==> src/rtl/edge_event_gen.sv <==
// Command-driven edge/event generator: a small FIFO of timed commands feeds a
// controller that produces guaranteed sig1 rising edges, sig2 falling edges and ev pulses.
module edge_event_gen #(
  parameter int DEPTH = 4,
  parameter int DLY_W = 8
) (
  input  logic             clk,
  input  logic             rst_n,
  input  logic             cmd_valid,
  output logic             cmd_ready,
  input  logic [1:0]       cmd_op,
  input  logic [DLY_W-1:0] cmd_dly,
  input  logic             abort,
  output logic             sig1,
  output logic             sig2,
  output logic             ev,
  output logic             busy,
  output logic [15:0]      issued_cnt
);

  localparam int AW = $clog2(DEPTH);
  localparam int CW = AW + 1;

  typedef enum logic [1:0] {
    OP_EV_PULSE  = 2'b00,
    OP_SIG1_RISE = 2'b01,
    OP_SIG2_FALL = 2'b10,
    OP_SIG1_CLR  = 2'b11
  } op_e;

  typedef enum logic [1:0] {IDLE, WAIT, PREP, FIRE} state_e;

  typedef struct packed {
    op_e              op;
    logic [DLY_W-1:0] dly;
  } cmd_t;

  cmd_t             mem_q [DEPTH];
  logic [AW-1:0]    wr_ptr_q, rd_ptr_q;
  logic [CW-1:0]    count_q, count_d;
  logic             cmd_ready_q;
  logic             push, pop;
  cmd_t             head;

  state_e           state_q, state_d;
  op_e              op_q, op_d;
  logic [DLY_W-1:0] cnt_q, cnt_d;
  logic             sig1_q, sig1_d, sig2_q, sig2_d, ev_q, ev_d;
  logic [15:0]      issued_q, issued_d;
  logic             do_effect;

  assign push = cmd_valid & cmd_ready_q & ~abort;
  assign head = mem_q[rd_ptr_q];

  // NOTE: storage has no reset; validity is tracked by count_q, so the array
  // can map onto plain flops or RAM without a reset network.
  always_ff @(posedge clk) begin
    if (push) mem_q[wr_ptr_q] <= '{op: op_e'(cmd_op), dly: cmd_dly};
  end

  assign count_d = abort ? '0 : count_q + CW'(push) - CW'(pop);

  // A level that already sits at the effect level needs one cycle at the opposite level first.
  function automatic logic need_prep(op_e op, logic s1, logic s2);
    return (op == OP_SIG1_RISE && s1) || (op == OP_SIG2_FALL && !s2);
  endfunction

  // NOTE: every always_comb output is defaulted first so no path infers a latch.
  always_comb begin
    state_d   = state_q;
    op_d      = op_q;
    cnt_d     = cnt_q;
    sig1_d    = sig1_q;
    sig2_d    = sig2_q;
    ev_d      = 1'b0;
    issued_d  = issued_q;
    pop       = 1'b0;
    do_effect = 1'b0;
    if (abort) begin
      state_d = IDLE;
    end else begin
      case (state_q)
        IDLE: if (count_q != '0) begin
          pop     = 1'b1;
          op_d    = head.op;
          cnt_d   = head.dly;
          state_d = (head.dly != '0) ? WAIT : FIRE;
        end
        WAIT: begin
          cnt_d = cnt_q - DLY_W'(1);
          if (cnt_q == DLY_W'(1)) state_d = FIRE;
        end
        FIRE: if (need_prep(op_q, sig1_q, sig2_q)) begin
          if (op_q == OP_SIG1_RISE) sig1_d = 1'b0;
          else                      sig2_d = 1'b1;
          state_d = PREP;
        end else begin
          do_effect = 1'b1;
        end
        PREP:    do_effect = 1'b1;
        default: state_d = IDLE;
      endcase
    end
    if (do_effect) begin
      state_d = IDLE;
      case (op_q)
        OP_EV_PULSE:  ev_d   = 1'b1;
        OP_SIG1_RISE: sig1_d = 1'b1;
        OP_SIG2_FALL: sig2_d = 1'b0;
        OP_SIG1_CLR:  sig1_d = 1'b0;
        default:      ev_d   = 1'b0;
      endcase
      if (issued_q != 16'hFFFF) issued_d = issued_q + 16'd1;
    end
  end

  // NOTE: sequential state uses non-blocking assignments so all flops update together.
  always_ff @(posedge clk or negedge rst_n) begin
    if (!rst_n) begin
      wr_ptr_q    <= '0;
      rd_ptr_q    <= '0;
      count_q     <= '0;
      cmd_ready_q <= 1'b1;
      state_q     <= IDLE;
      op_q        <= OP_EV_PULSE;
      cnt_q       <= '0;
      sig1_q      <= 1'b0;
      sig2_q      <= 1'b1;
      ev_q        <= 1'b0;
      issued_q    <= '0;
    end else begin
      if (abort) begin
        wr_ptr_q <= '0;
        rd_ptr_q <= '0;
      end else begin
        if (push) wr_ptr_q <= wr_ptr_q + AW'(1);
        if (pop)  rd_ptr_q <= rd_ptr_q + AW'(1);
      end
      count_q     <= count_d;
      cmd_ready_q <= (count_d != CW'(DEPTH));
      state_q     <= state_d;
      op_q        <= op_d;
      cnt_q       <= cnt_d;
      sig1_q      <= sig1_d;
      sig2_q      <= sig2_d;
      ev_q        <= ev_d;
      issued_q    <= issued_d;
    end
  end

  assign cmd_ready  = cmd_ready_q;
  assign sig1       = sig1_q;
  assign sig2       = sig2_q;
  assign ev         = ev_q;
  assign issued_cnt = issued_q;
  assign busy       = (count_q != '0) || (state_q != IDLE);

endmodule

==> config.mk <==
export PLATFORM = sky130hd
export DESIGN_NAME = edge_event_gen
export DESIGN_NICKNAME = d
export VERILOG_FILES = /design/src/rtl/edge_event_gen.sv
export SDC_FILE = /design/constraint.sdc
export NUM_CORES = 1
export LEC_CHECK = 0
export CORE_ASPECT_RATIO = 0.75
export CORE_MARGIN = 2
export CORE_UTILIZATION = 56
export DETAILED_ROUTE_END_ITERATION = 12
export GPL_TIMING_DRIVEN = 1
export HOLD_SLACK_MARGIN = 0.03
export PLACE_DENSITY_LB_ADDON = 0.1
export REMOVE_ABC_BUFFERS = 1
export SLEW_MARGIN = 20
export SYNTH_ARGS = -nofsm -noshare
export SYNTH_HDL_FRONTEND = slang
export SYNTH_SLANG_ARGS = --single-unit
==> constraint.sdc <==
create_clock -name clk -period 3.2 [get_ports clk]
set_input_delay 0.64 -clock clk [delete_from_list [all_inputs] [get_ports clk]]
set_output_delay 0.64 -clock clk [all_outputs]
set_load 0.01 [all_outputs]
==> metrics.txt, run 1 <==
CTS tree=yes; global route overflow=0; crit path from=count_q[1]$_DFF_PN0_; synthesized area per cell=13.64 µm²; antenna-violating nets left=0; switching portion of total power=32.60%; compound-gate portion of the synthesized area=5.175%; Vias=2104; Tot Pwr=2903 µW; Clock Tree Root=clkbuf_8; Global Route Usage Sum=20.64%; global-route wire length before repair=10400 µm; CTS Buf Count=9; Setup Fix Bufs, Post-CTS=0; CTS Hold Bufs=0; largest family of logic cells by synthesized area=simple AND/OR/NAND/NOR gates; final setup violation count=0; Clock Power Share=25.2%; Max clock buf depth=2; Post-synth EDFFs=40; sequential cell area fraction in the yosys report=62.17%; Post-Route WL=6205 µm; crit end category=output pin; Post-DP HPWL=4368 µm; crit path kind=register to output pin; post_cts resized=0; ranking of synthesized cells by area=edfxtp_1 (34%), dfrtp_1 (26%), mux4_2 (3.9%), xnor2_1 (3.2%), ha_1 (3.2%); Rel. slew slack=42.97%; ys async rst share=49.37%; Clock Pin Slew Worst Setup and Hold Paths=90 ps; Initial Util=59.26%; number of global-route vias before repair=2026; Startpoint Class=register; mux cell area share after synthesis=8.137%; DIE WIDTH=95.37 µm; Placement Cell Area=3924 µm²; PortBufs=34; Worst-Skew Late Latency=350 ps; worst setup path endpoint=busy; Synth cell types=43; DRT iter0 DRCs=79; count leader, synth=edfxtp_1; Comb pwr share=26.6%; crit share post-route=80.00%; Die Area=6916 µm²; R2R depth=11; Static Leakage=0.001563 µW; Mapped Cells=257; Die Y-Extent=72.52 µm; simple-gate share of the synthesized area=13.92%; Worst-Margin Slew=855.4 ps; top cells by count, synth=edfxtp_1 (40), dfrtp_1 (37), nor2_1 (22), nand2_1 (14); FF-to-FF Start=count_q[1]$_DFF_PN0_; antenna violations before repair=0; Internal Power=1956 µW; Hold Path Class=input port to async pin; first-pass iteration count of the detailed router=4; vias per cell=5.522; share of cells above drive strength 1=11.55%; worst-path maximum fanout=4; Achievable Freq=390.6 MHz; Adder-Cell Fraction of Synth Area=3.783%; power density over the cells=704.7 nW/µm²; RSZ-0062 raised after global routing=no; Sequential Power Share=48.2%; Synth warnings=0; Critical Path AT=1920 ps; Core Util, Final=69.63%; share of the synthesized area in the top cell type=34.26%; Row Count=24; Final TNS setup=0 ps; # clock sinks=79; Synth Area in XOR/XNOR=4.996%; Setup Skew=13.21 ps; Fin. Hold Viols=0; # H-tree levels=3; largest net degree at the start of global routing=40; Layout area overhead=17.49%; # diodes=0; P_sw=946.2 µW; RR Endpoint=cmd_ready$_DFF_PN1_; drt wl/cell=16.29 µm; Final Wtd Congestion=0.7721; Pins Over Slew Limit=0; post-synth top area cell=edfxtp_1; post-layout min period=2560 ps; reg2reg setup slack=830 ps; flops & latches, synth=79; Syn Std Cell Area=3506 µm²; nets=322; run status=finished, final reports clean; Synth Flop Type=edfxtp_1; Worst Path Required=2560 ps; core area=5916 µm²; maxcap violations=0; fin area=4119 µm²; peak supply drop=384.9 µV; Residual DRC=0; num ports=35
through the flow:
| stage | setup WS [ps] | hold WS, ps | instances |
|---|---|---|---|
| after floorplan | 1003 | 344.4 | 251 |
| after global placement | 491.5 | 489.2 | 365 |
| after detailed placement | 443.9 | 489.9 | 365 |
| after CTS | 613.4 | 414.3 | 381 |
| after global routing | 546.8 | 454.7 | 381 |
| final | 639.9 | 381.8 | 381 |
worst min path at each step:
stage                                    start                    endpoint  slack [ps]  cells after the start
finish                                   rst_n        cnt_q[4]$_DFFE_PN0P_         380                      1
global route                             rst_n        cnt_q[2]$_DFFE_PN0P_         450                      1
CTS                                      rst_n        cnt_q[3]$_DFFE_PN0P_         410                      1
detailed placement  issued_cnt[11]$_DFFE_PN0P_  issued_cnt[11]$_DFFE_PN0P_         490                      1
global placement    issued_cnt[11]$_DFFE_PN0P_  issued_cnt[11]$_DFFE_PN0P_         490                      1
floorplan                                rst_n        cnt_q[0]$_DFFE_PN0P_         340                      0
placed cells by master (no fill, tap or decap), types with 3 or more instances in the layout:
cell,count
edfxtp_1,40
dfrtp_1,37
clkdlybuf4s50_1,33
nor2_1,22
nand2_1,14
xnor2_1,13
nand3_1,13
a21oi_1,12
ha_1,9
clkbuf_8,9
inv_1,8
xor2_1,7
nand4_1,7
and2_1,6
nor3_1,6
o21ai_0,6
mux4_2,6
nand2b_1,5
mux4_1,4
nor2b_1,3
mux2_2,3
and3_1,3
nor4_2,3
cells by family after synthesis:
| logic type | after synthesis |
|---|---|
| DFF | 79 |
| and+or+nand+nor | 89 |
| muxes | 14 |
| xor gates and xnor gates | 20 |
| AOI/OAI and AO/OA | 30 |
| buffers and inverters | 15 |
| adders and majority gates | 10 |
worst max-delay path: stages (launching register included):
cell             delay [ps]
dfrtp_1                 430
or3_1                   440
nand2b_1                210
clkdlybuf4s50_1         500
registers in the layout (all words and copies together) (netlist names):
| name | flops |
|---|---|
| cmd_ready | 1 |
| cnt_q | 8 |
| count_q | 3 |
| ev | 1 |
| issued_cnt | 16 |
| mem_q | 40 |
| op_q | 2 |
| rd_ptr_q | 2 |
| sig1 | 1 |
| sig2 | 1 |
| state_q | 2 |
| wr_ptr_q | 2 |
power groups by stage:
stage / Sequential, µW / Clock [µW] / Combinational [µW]
final: 1400 / 732 / 771
after global routing: 1420 / 790 / 872
after CTS: 1400 / 748 / 778
after detailed placement: 1420 / 0 / 775
after global placement: 1410 / 0 / 756
after floorplan: 1390 / 0 / 519
area by class of cell:
type,instances,area (µm²)
multi-input cells,163,1262
clock buffers,9,123.9
repair buffers,36,350.3
well taps,78,97.59
clock inverters,7,71.32
flip-flops and latches,79,2180
fillers,434,1797
inverters,9,33.78
per-layer routing:
metal / routed length (µm) / vias up / global-route usage [%]
li1: - / 1027 / -
met5: 0 / - / 0
met3: 260 / 5 / 6.231
met4: 58 / 0 / 7.246
met2: 2727 / 39 / 28.48
met1: 3158 / 1033 / 31.29
No activity file was read; power rests on OpenSTA's default activity.
==> run 2, diff against run 1 <==
- clock period: 3.2 -> 2.4 ns (I/O delays scaled with it)
==> run 2 against run 1 <==
Register-to-register slack worse by 680 ps. Total power up 43%. Final area up 4.3%. First-iteration DRC count up 110%. Sequential power up 31%. Largest power group unchanged.
==> metrics.txt, run 2 (synthesis results as in run 1) <==
run status=finished, final reports clean (unchanged); Clock Pin Slew Worst Setup and Hold Paths=90 ps (about the same); Post-Route WL=6778 µm (was 6205 µm); post-layout min period=2266 ps; Worst-Skew Late Latency=350 ps (about the same); reg2reg setup slack=150 ps (was 830 ps); switching portion of total power=32.34% (was 32.60%); Clock Power Share=26.7% (was 25.2%); Placement Cell Area=4059 µm² (was 3924 µm²); Post-DP HPWL=4840 µm (was 4368 µm); maxcap violations=0 (unchanged); CP delay by family, top=simple AND/OR/NAND/NOR gates (unchanged); first-pass iteration count of the detailed router=4 (unchanged); worst-path maximum fanout=3 (was 4); Rel. slew slack=42.54% (was 42.97%); highest-count cells in the layout ignoring fill and taps=edfxtp_1 (40), dfrtp_1 (37), clkdlybuf4s50_1 (32) (was edfxtp_1 (40), dfrtp_1 (37), clkdlybuf4s50_1 (33)); Max clock buf depth=2 (unchanged); core area=5916 µm² (unchanged); # diodes=0 (unchanged); largest net degree at the start of global routing=40 (unchanged); commonest non-fill, non-tap cell in the layout=edfxtp_1 (unchanged); Fin. Hold Viols=0 (unchanged); WHS=236.0 ps (was 381.8 ps); Achievable Freq=441.4 MHz; Layout area overhead=22.56% (was 17.49%); Pins Over Slew Limit=0 (unchanged); Most Crowded Layer GR=met1 (unchanged); Sequential Power Share=44.3% (was 48.2%); Hold Path Class=input port to async pin (unchanged); Worst Path Required=1920 ps (was 2560 ps); antenna violations before repair=0 (unchanged); num ports=35 (unchanged); CP peak stage delay=420 ps (was 500 ps); Tot Pwr=4155 µW (was 2903 µW); Global Route Usage Sum=22.56% (was 20.64%); Clock Tree Root=clkbuf_8 (unchanged); CTS Buf Count=9 (unchanged); non-filler instance count after layout=399 (was 381); DIE WIDTH=95.37 µm (unchanged); global route overflow=0 (unchanged); antenna-violating nets left=0 (unchanged); P_sw=1344 µW (was 946.2 µW); Global Route met3 Usage=6.127% (was 6.231%); # clock sinks=79 (unchanged); max reg flops=40 (unchanged); Startpoint Class=register (unchanged); crit end category=output pin (unchanged); DRT iter0 DRCs=163 (was 79); drt wl/cell=16.99 µm (was 16.29 µm); global-route wire length before repair=11470 µm (was 10400 µm); Vias=2197 (was 2104); CTS Hold Bufs=0 (unchanged); Slowest cell on crit path=or3_4 (was clkdlybuf4s50_1); number of global-route vias before repair=2243 (was 2026); crit path kind=register to output pin (unchanged); Static Leakage=0.001677 µW (was 0.001563 µW); nets=340 (was 322); Internal Power=2811 µW (was 1956 µW); share of cells above drive strength 1=17.76% (was 11.55%); Die Y-Extent=72.52 µm (unchanged); peak supply drop=588.6 µV (was 384.9 µV); met2 global-route usage=31.77% (was 28.48%); fin area=4297 µm² (was 4119 µm²); Worst Path Buf+Inv=2 (was 1); final setup violation count=0 (unchanged); RSZ-0062 raised after global routing=no (unchanged); Worst-Margin Slew=861.9 ps (was 855.4 ps); PortBufs=34 (unchanged); # H-tree levels=3 (unchanged); crit share post-route=94.41%; Initial Util=59.26% (unchanged); Critical Path AT=1790 ps (was 1920 ps); Residual DRC=0 (unchanged); CTS tree=yes (unchanged); met1 usage=33.95% (was 31.29%); Die Area=6916 µm² (unchanged); Comb pwr share=29.0% (was 26.6%); Core Util, Final=72.63% (was 69.63%); vias per cell=5.506 (was 5.522); Setup Fix Bufs, Post-CTS=0 (unchanged); crit path cell chain=or3_4 -> buf_4 -> nand2b_1 -> dlygate4sd2_1 (was or3_1 -> nand2b_1 -> clkdlybuf4s50_1); Top reg by flops=mem_q (unchanged); Final Wtd Congestion=0.7805 (was 0.7721); Setup Skew=7.668 ps (was 13.21 ps); Placed Cells=383 (was 365); power density over the cells=966.9 nW/µm² (was 704.7 nW/µm²); Row Count=24 (unchanged)
==> run 2: cell types whose count changed in the layout (fill, tap and decap cells not counted), sizes merged <==
cell | before | now
bufinv | 1 | 2
inv | 11 | 12
buf | 3 | 21
dlygate4sd2 | 0 | 1
clkinv | 3 | 1
clkdlybuf4s50 | 33 | 32
==> run 2: final timing paths <==
kind,cells after the start,startpoint,endpoint
max reg2reg,11,count_q[1]$_DFF_PN0_,cmd_ready$_DFF_PN1_
min reg2reg,1,issued_cnt[15]$_DFFE_PN0P_,issued_cnt[15]$_DFFE_PN0P_
max,4,count_q[1]$_DFF_PN0_,busy
min in group clk,1,issued_cnt[15]$_DFFE_PN0P_,issued_cnt[15]$_DFFE_PN0P_
max in group asynchronous,1,rst_n,issued_cnt[4]$_DFFE_PN0P_
min,1,rst_n,cnt_q[2]$_DFFE_PN0P_
==> run 2: layout make-up <==
| class | count | area, µm² |
|---|---|---|
| Sequential cell | 79 | 2180 |
| Fill cell | 413 | 1619 |
| Multi-Input combinational cell | 163 | 1275 |
| Timing Repair Buffer | 54 | 484.2 |
| Clock buffer | 9 | 123.9 |
| Clock inverter | 7 | 102.6 |
| Tap cell | 78 | 97.59 |
| Inverter | 9 | 33.78 |
==> run 2: power groups by stage <==
stage,Clock [µW],Sequential [µW],Combinational [µW]
CTS,1140,1830,1190
detailed placement,0,1860,1190
global route,1200,1870,1350
global placement,0,1850,1150
floorplan,0,1850,693
finish,1110,1840,1210
==> run 2: routing by layer <==
| metal | vias to the layer above | part of all wire [%] |
|---|---|---|
| met5 | - | 0 |
| met4 | 0 | 0.86 |
| met3 | 7 | 4.5 |
| met2 | 42 | 45 |
| met1 | 1084 | 50 |
| li1 | 1064 | - |
==> run 2: metrics by stage <==
| step | setup WS (ps) | setup TNS [ps] |
|---|---|---|
| final | 134.3 | 0 |
| after global routing | 19.48 | 0 |
| after CTS | 52.46 | 0 |
| after detailed placement | -107.3 | -145.8 |
| after global placement | -12.04 | -12.04 |
| after floorplan | 202.8 | 0 |
==> run 2: timing repair <==
item / 4_1_cts / 5_1_grt
resized for setup: 1 / 3
endpoints found under the hold margin: 0 / 0
setup endpoints to repair: 1 / 2
gates cloned: 0 / 0
==> run 3, diff against run 2 <==
- CORE_UTILIZATION: 56 -> 35
- HOLD_SLACK_MARGIN: 0.03 -> 0.06
==> run 3 against run 2 <==
Clock skew down 0.58 ps. Clock power is 13% higher. Hold slack got worse by 160 ps. Sequential share of layout area is 1.6 points lower. Combinational power barely moved. Critical path depth is 7 higher. Register-to-register slack better by 30 ps. Sequential power about the same. Utilization decreased by 27 points. Critical endpoint is now cmd_ready$_DFF_PN1_. Largest cell class unchanged. Highest routed layer unchanged.
==> metrics.txt, run 3 (synthesis results as in run 1) <==
commonest non-fill, non-tap cell in the layout=edfxtp_1 (unchanged); drt wl/cell=14.81 µm (was 16.99 µm); crit end category=register (was output pin); Final Wtd Congestion=0.7321 (was 0.7805); run status=finished, final reports clean (unchanged); CP peak stage delay=390 ps (was 420 ps); Slowest cell on crit path=dfrtp_1 (was or3_4); crit path kind=register to register (was register to output pin); Max clock buf depth=2 (unchanged); Critical Path AT=2490 ps (was 1790 ps); worst setup path endpoint=cmd_ready$_DFF_PN1_ (was busy); DRT iter0 DRCs=151 (was 163); Clock Tree Root=clkbuf_16 (was clkbuf_8); Die Y-Extent=90.68 µm (was 72.52 µm); FF-to-FF Start=count_q[0]$_DFF_PN0_ (was count_q[1]$_DFF_PN0_); Placed Cells=440 (was 383); Initial Util=36.15% (was 59.26%); post-layout min period=2224 ps (was 2266 ps); number of global-route vias before repair=2227 (was 2243); first-pass iteration count of the detailed router=4 (unchanged); stages on the worst setup path=11 (was 4); crit path from=count_q[0]$_DFF_PN0_ (was count_q[1]$_DFF_PN0_); R2R depth=11 (unchanged); Layout area overhead=26.66% (was 22.56%); Achievable Freq=449.6 MHz (was 441.4 MHz); WHS=72.23 ps (was 236.0 ps); RR Endpoint=cmd_ready$_DFF_PN1_ (unchanged); core area=9697 µm² (was 5916 µm²); final setup violation count=0 (unchanged); Worst Path Required=2660 ps (was 1920 ps); max reg flops=40 (unchanged); Static Leakage=0.001702 µW (was 0.001677 µW); global route overflow=0 (unchanged); global-route wire length before repair=11750 µm (was 11470 µm); Global Route Usage Sum=14.04% (was 22.56%); Post-DP HPWL=4809 µm (was 4840 µm); Residual DRC=0 (unchanged); # clock sinks=79 (unchanged); Placement Cell Area=4161 µm² (was 4059 µm²); crit path cell chain=or3_4 -> nand2_2 -> nor2_1 -> ha_1 -> inv_1 -> ha_1 -> inv_1 -> fa_1 -> xnor2_1 -> nor2_1 -> nand2_1 (was or3_4 -> buf_4 -> nand2b_1 -> dlygate4sd2_1); Worst-Skew Late Latency=340 ps (was 350 ps); CP delay by family, top=adder cells (was simple AND/OR/NAND/NOR gates); Setup Fix Bufs, Post-CTS=0 (unchanged); Setup Skew=7.084 ps (was 7.668 ps); nets=343 (was 340); CTS tree=yes (unchanged); CTS Buf Count=9 (unchanged); Tot Pwr=4286 µW (was 4155 µW); crit share post-route=92.68% (was 94.41%); maxcap violations=0 (unchanged); Pins Over Slew Limit=0 (unchanged); Fin. Hold Viols=0 (unchanged); antenna-violating nets left=0 (unchanged); power density over the cells=965.2 nW/µm² (was 966.9 nW/µm²); vias per cell=4.794 (was 5.506); reg2reg setup slack=180 ps (was 150 ps); RSZ-0062 raised after global routing=no (unchanged); Die Area=10840 µm² (was 6916 µm²); Worst Path Buf+Inv=2 (unchanged); # H-tree levels=3 (unchanged); Vias=2186 (was 2197); largest net degree at the start of global routing=18 (was 40); # diodes=0 (unchanged); non-filler instance count after layout=456 (was 399); worst-path maximum fanout=2 (was 3); DIE WIDTH=119.6 µm (was 95.37 µm); Rel. slew slack=64.20% (was 42.54%); num ports=35 (unchanged); share of cells above drive strength 1=17.90% (was 17.76%); Hold Path Class=input port to async pin (unchanged); Post-Route WL=6755 µm (was 6778 µm); peak supply drop=548.5 µV (was 588.6 µV); antenna violations before repair=0 (unchanged); PortBufs=34 (unchanged); Top reg by flops=mem_q (unchanged); Startpoint Class=register (unchanged); CTS Hold Bufs=0 (unchanged); Row Count=31 (was 24); fin area=4441 µm² (was 4297 µm²); highest-count cells in the layout ignoring fill and taps=edfxtp_1 (40), dfrtp_1 (37), clkdlybuf4s50_1 (32) (unchanged); Worst-Margin Slew=533.5 ps (was 861.9 ps); Clock Pin Slew Worst Setup and Hold Paths=60 ps (was 90 ps)
## run 3: cell count changes in the layout (fill, tap and decap cells not counted), moves of 2 or more
cell,change
clkbuf_16,+9
clkbuf_8,-9
buf_4,+2
bufinv_16,-2
clkinvlp_4,+2
## run 3: worst min-delay path by stage
stage / slack, ps / cells after the start / endpoint / startpoint
after floorplan: 180 / 0 / cnt_q[0]$_DFFE_PN0P_ / rst_n
after global placement: 450 / 1 / cnt_q[2]$_DFFE_PN0P_ / rst_n
after detailed placement: 450 / 1 / cnt_q[2]$_DFFE_PN0P_ / rst_n
after CTS: 90 / 1 / cnt_q[4]$_DFFE_PN0P_ / rst_n
after global routing: 100 / 1 / ev$_DFF_PN0_ / rst_n
final: 70 / 1 / cnt_q[2]$_DFFE_PN0P_ / rst_n
## run 3: per-stage QoR
step / setup WS, ps / TNS, ps / util (%)
2_1_floorplan: 202.8 / 0 / -
3_3_place_gp: -38.00 / -38.00 / 42.92
3_5_place_dp: -82.07 / -111.7 / 42.92
4_1_cts: 101.1 / 0 / 45.72
5_1_grt: 16.91 / 0 / 45.79
6_report: 175.7 / 0 / 45.79
## run 3: report_power, final
part / switching (µW) / internal (µW)
registers: 191 / 1640
logic: 605 / 603
clock network: 547 / 704
total: 1340 / 2940
## run 3: repair_timing
item	4_1_cts	5_1_grt
hold endpoints to repair	0	0
endpoints found under the setup margin	1	2
gates resized for setup	1	2
## run 3: cell type report
| class | count | area [µm²] |
|---|---|---|
| fill | 936 | 5256 |
| sequential | 79 | 2180 |
| multi-input combinational | 163 | 1270 |
| timing repair buffer | 57 | 519.2 |
| clock buffer | 10 | 229.0 |
| tap | 132 | 165.2 |
| clock inverter | 6 | 43.79 |
| inverter | 9 | 33.78 |
## run 3: routing by layer
layer  up-vias  GRT usage (%)  share of wire, %
li1       1075              -                 -
met1      1069          19.74                52
met2        31          20.48                43
met3        11          4.609               3.8
met4         0          4.706               1.5
met5         -              0                 0
## run 3: worst register-to-register path, cell delays in order (launching register included)
cell	delay, ps
dfrtp_1	390
or3_4	380
nand2_2	90
nor2_1	60
ha_1	290
inv_1	50
ha_1	130
inv_1	40
fa_1	380
xnor2_1	140
nor2_1	120
nand2_1	80
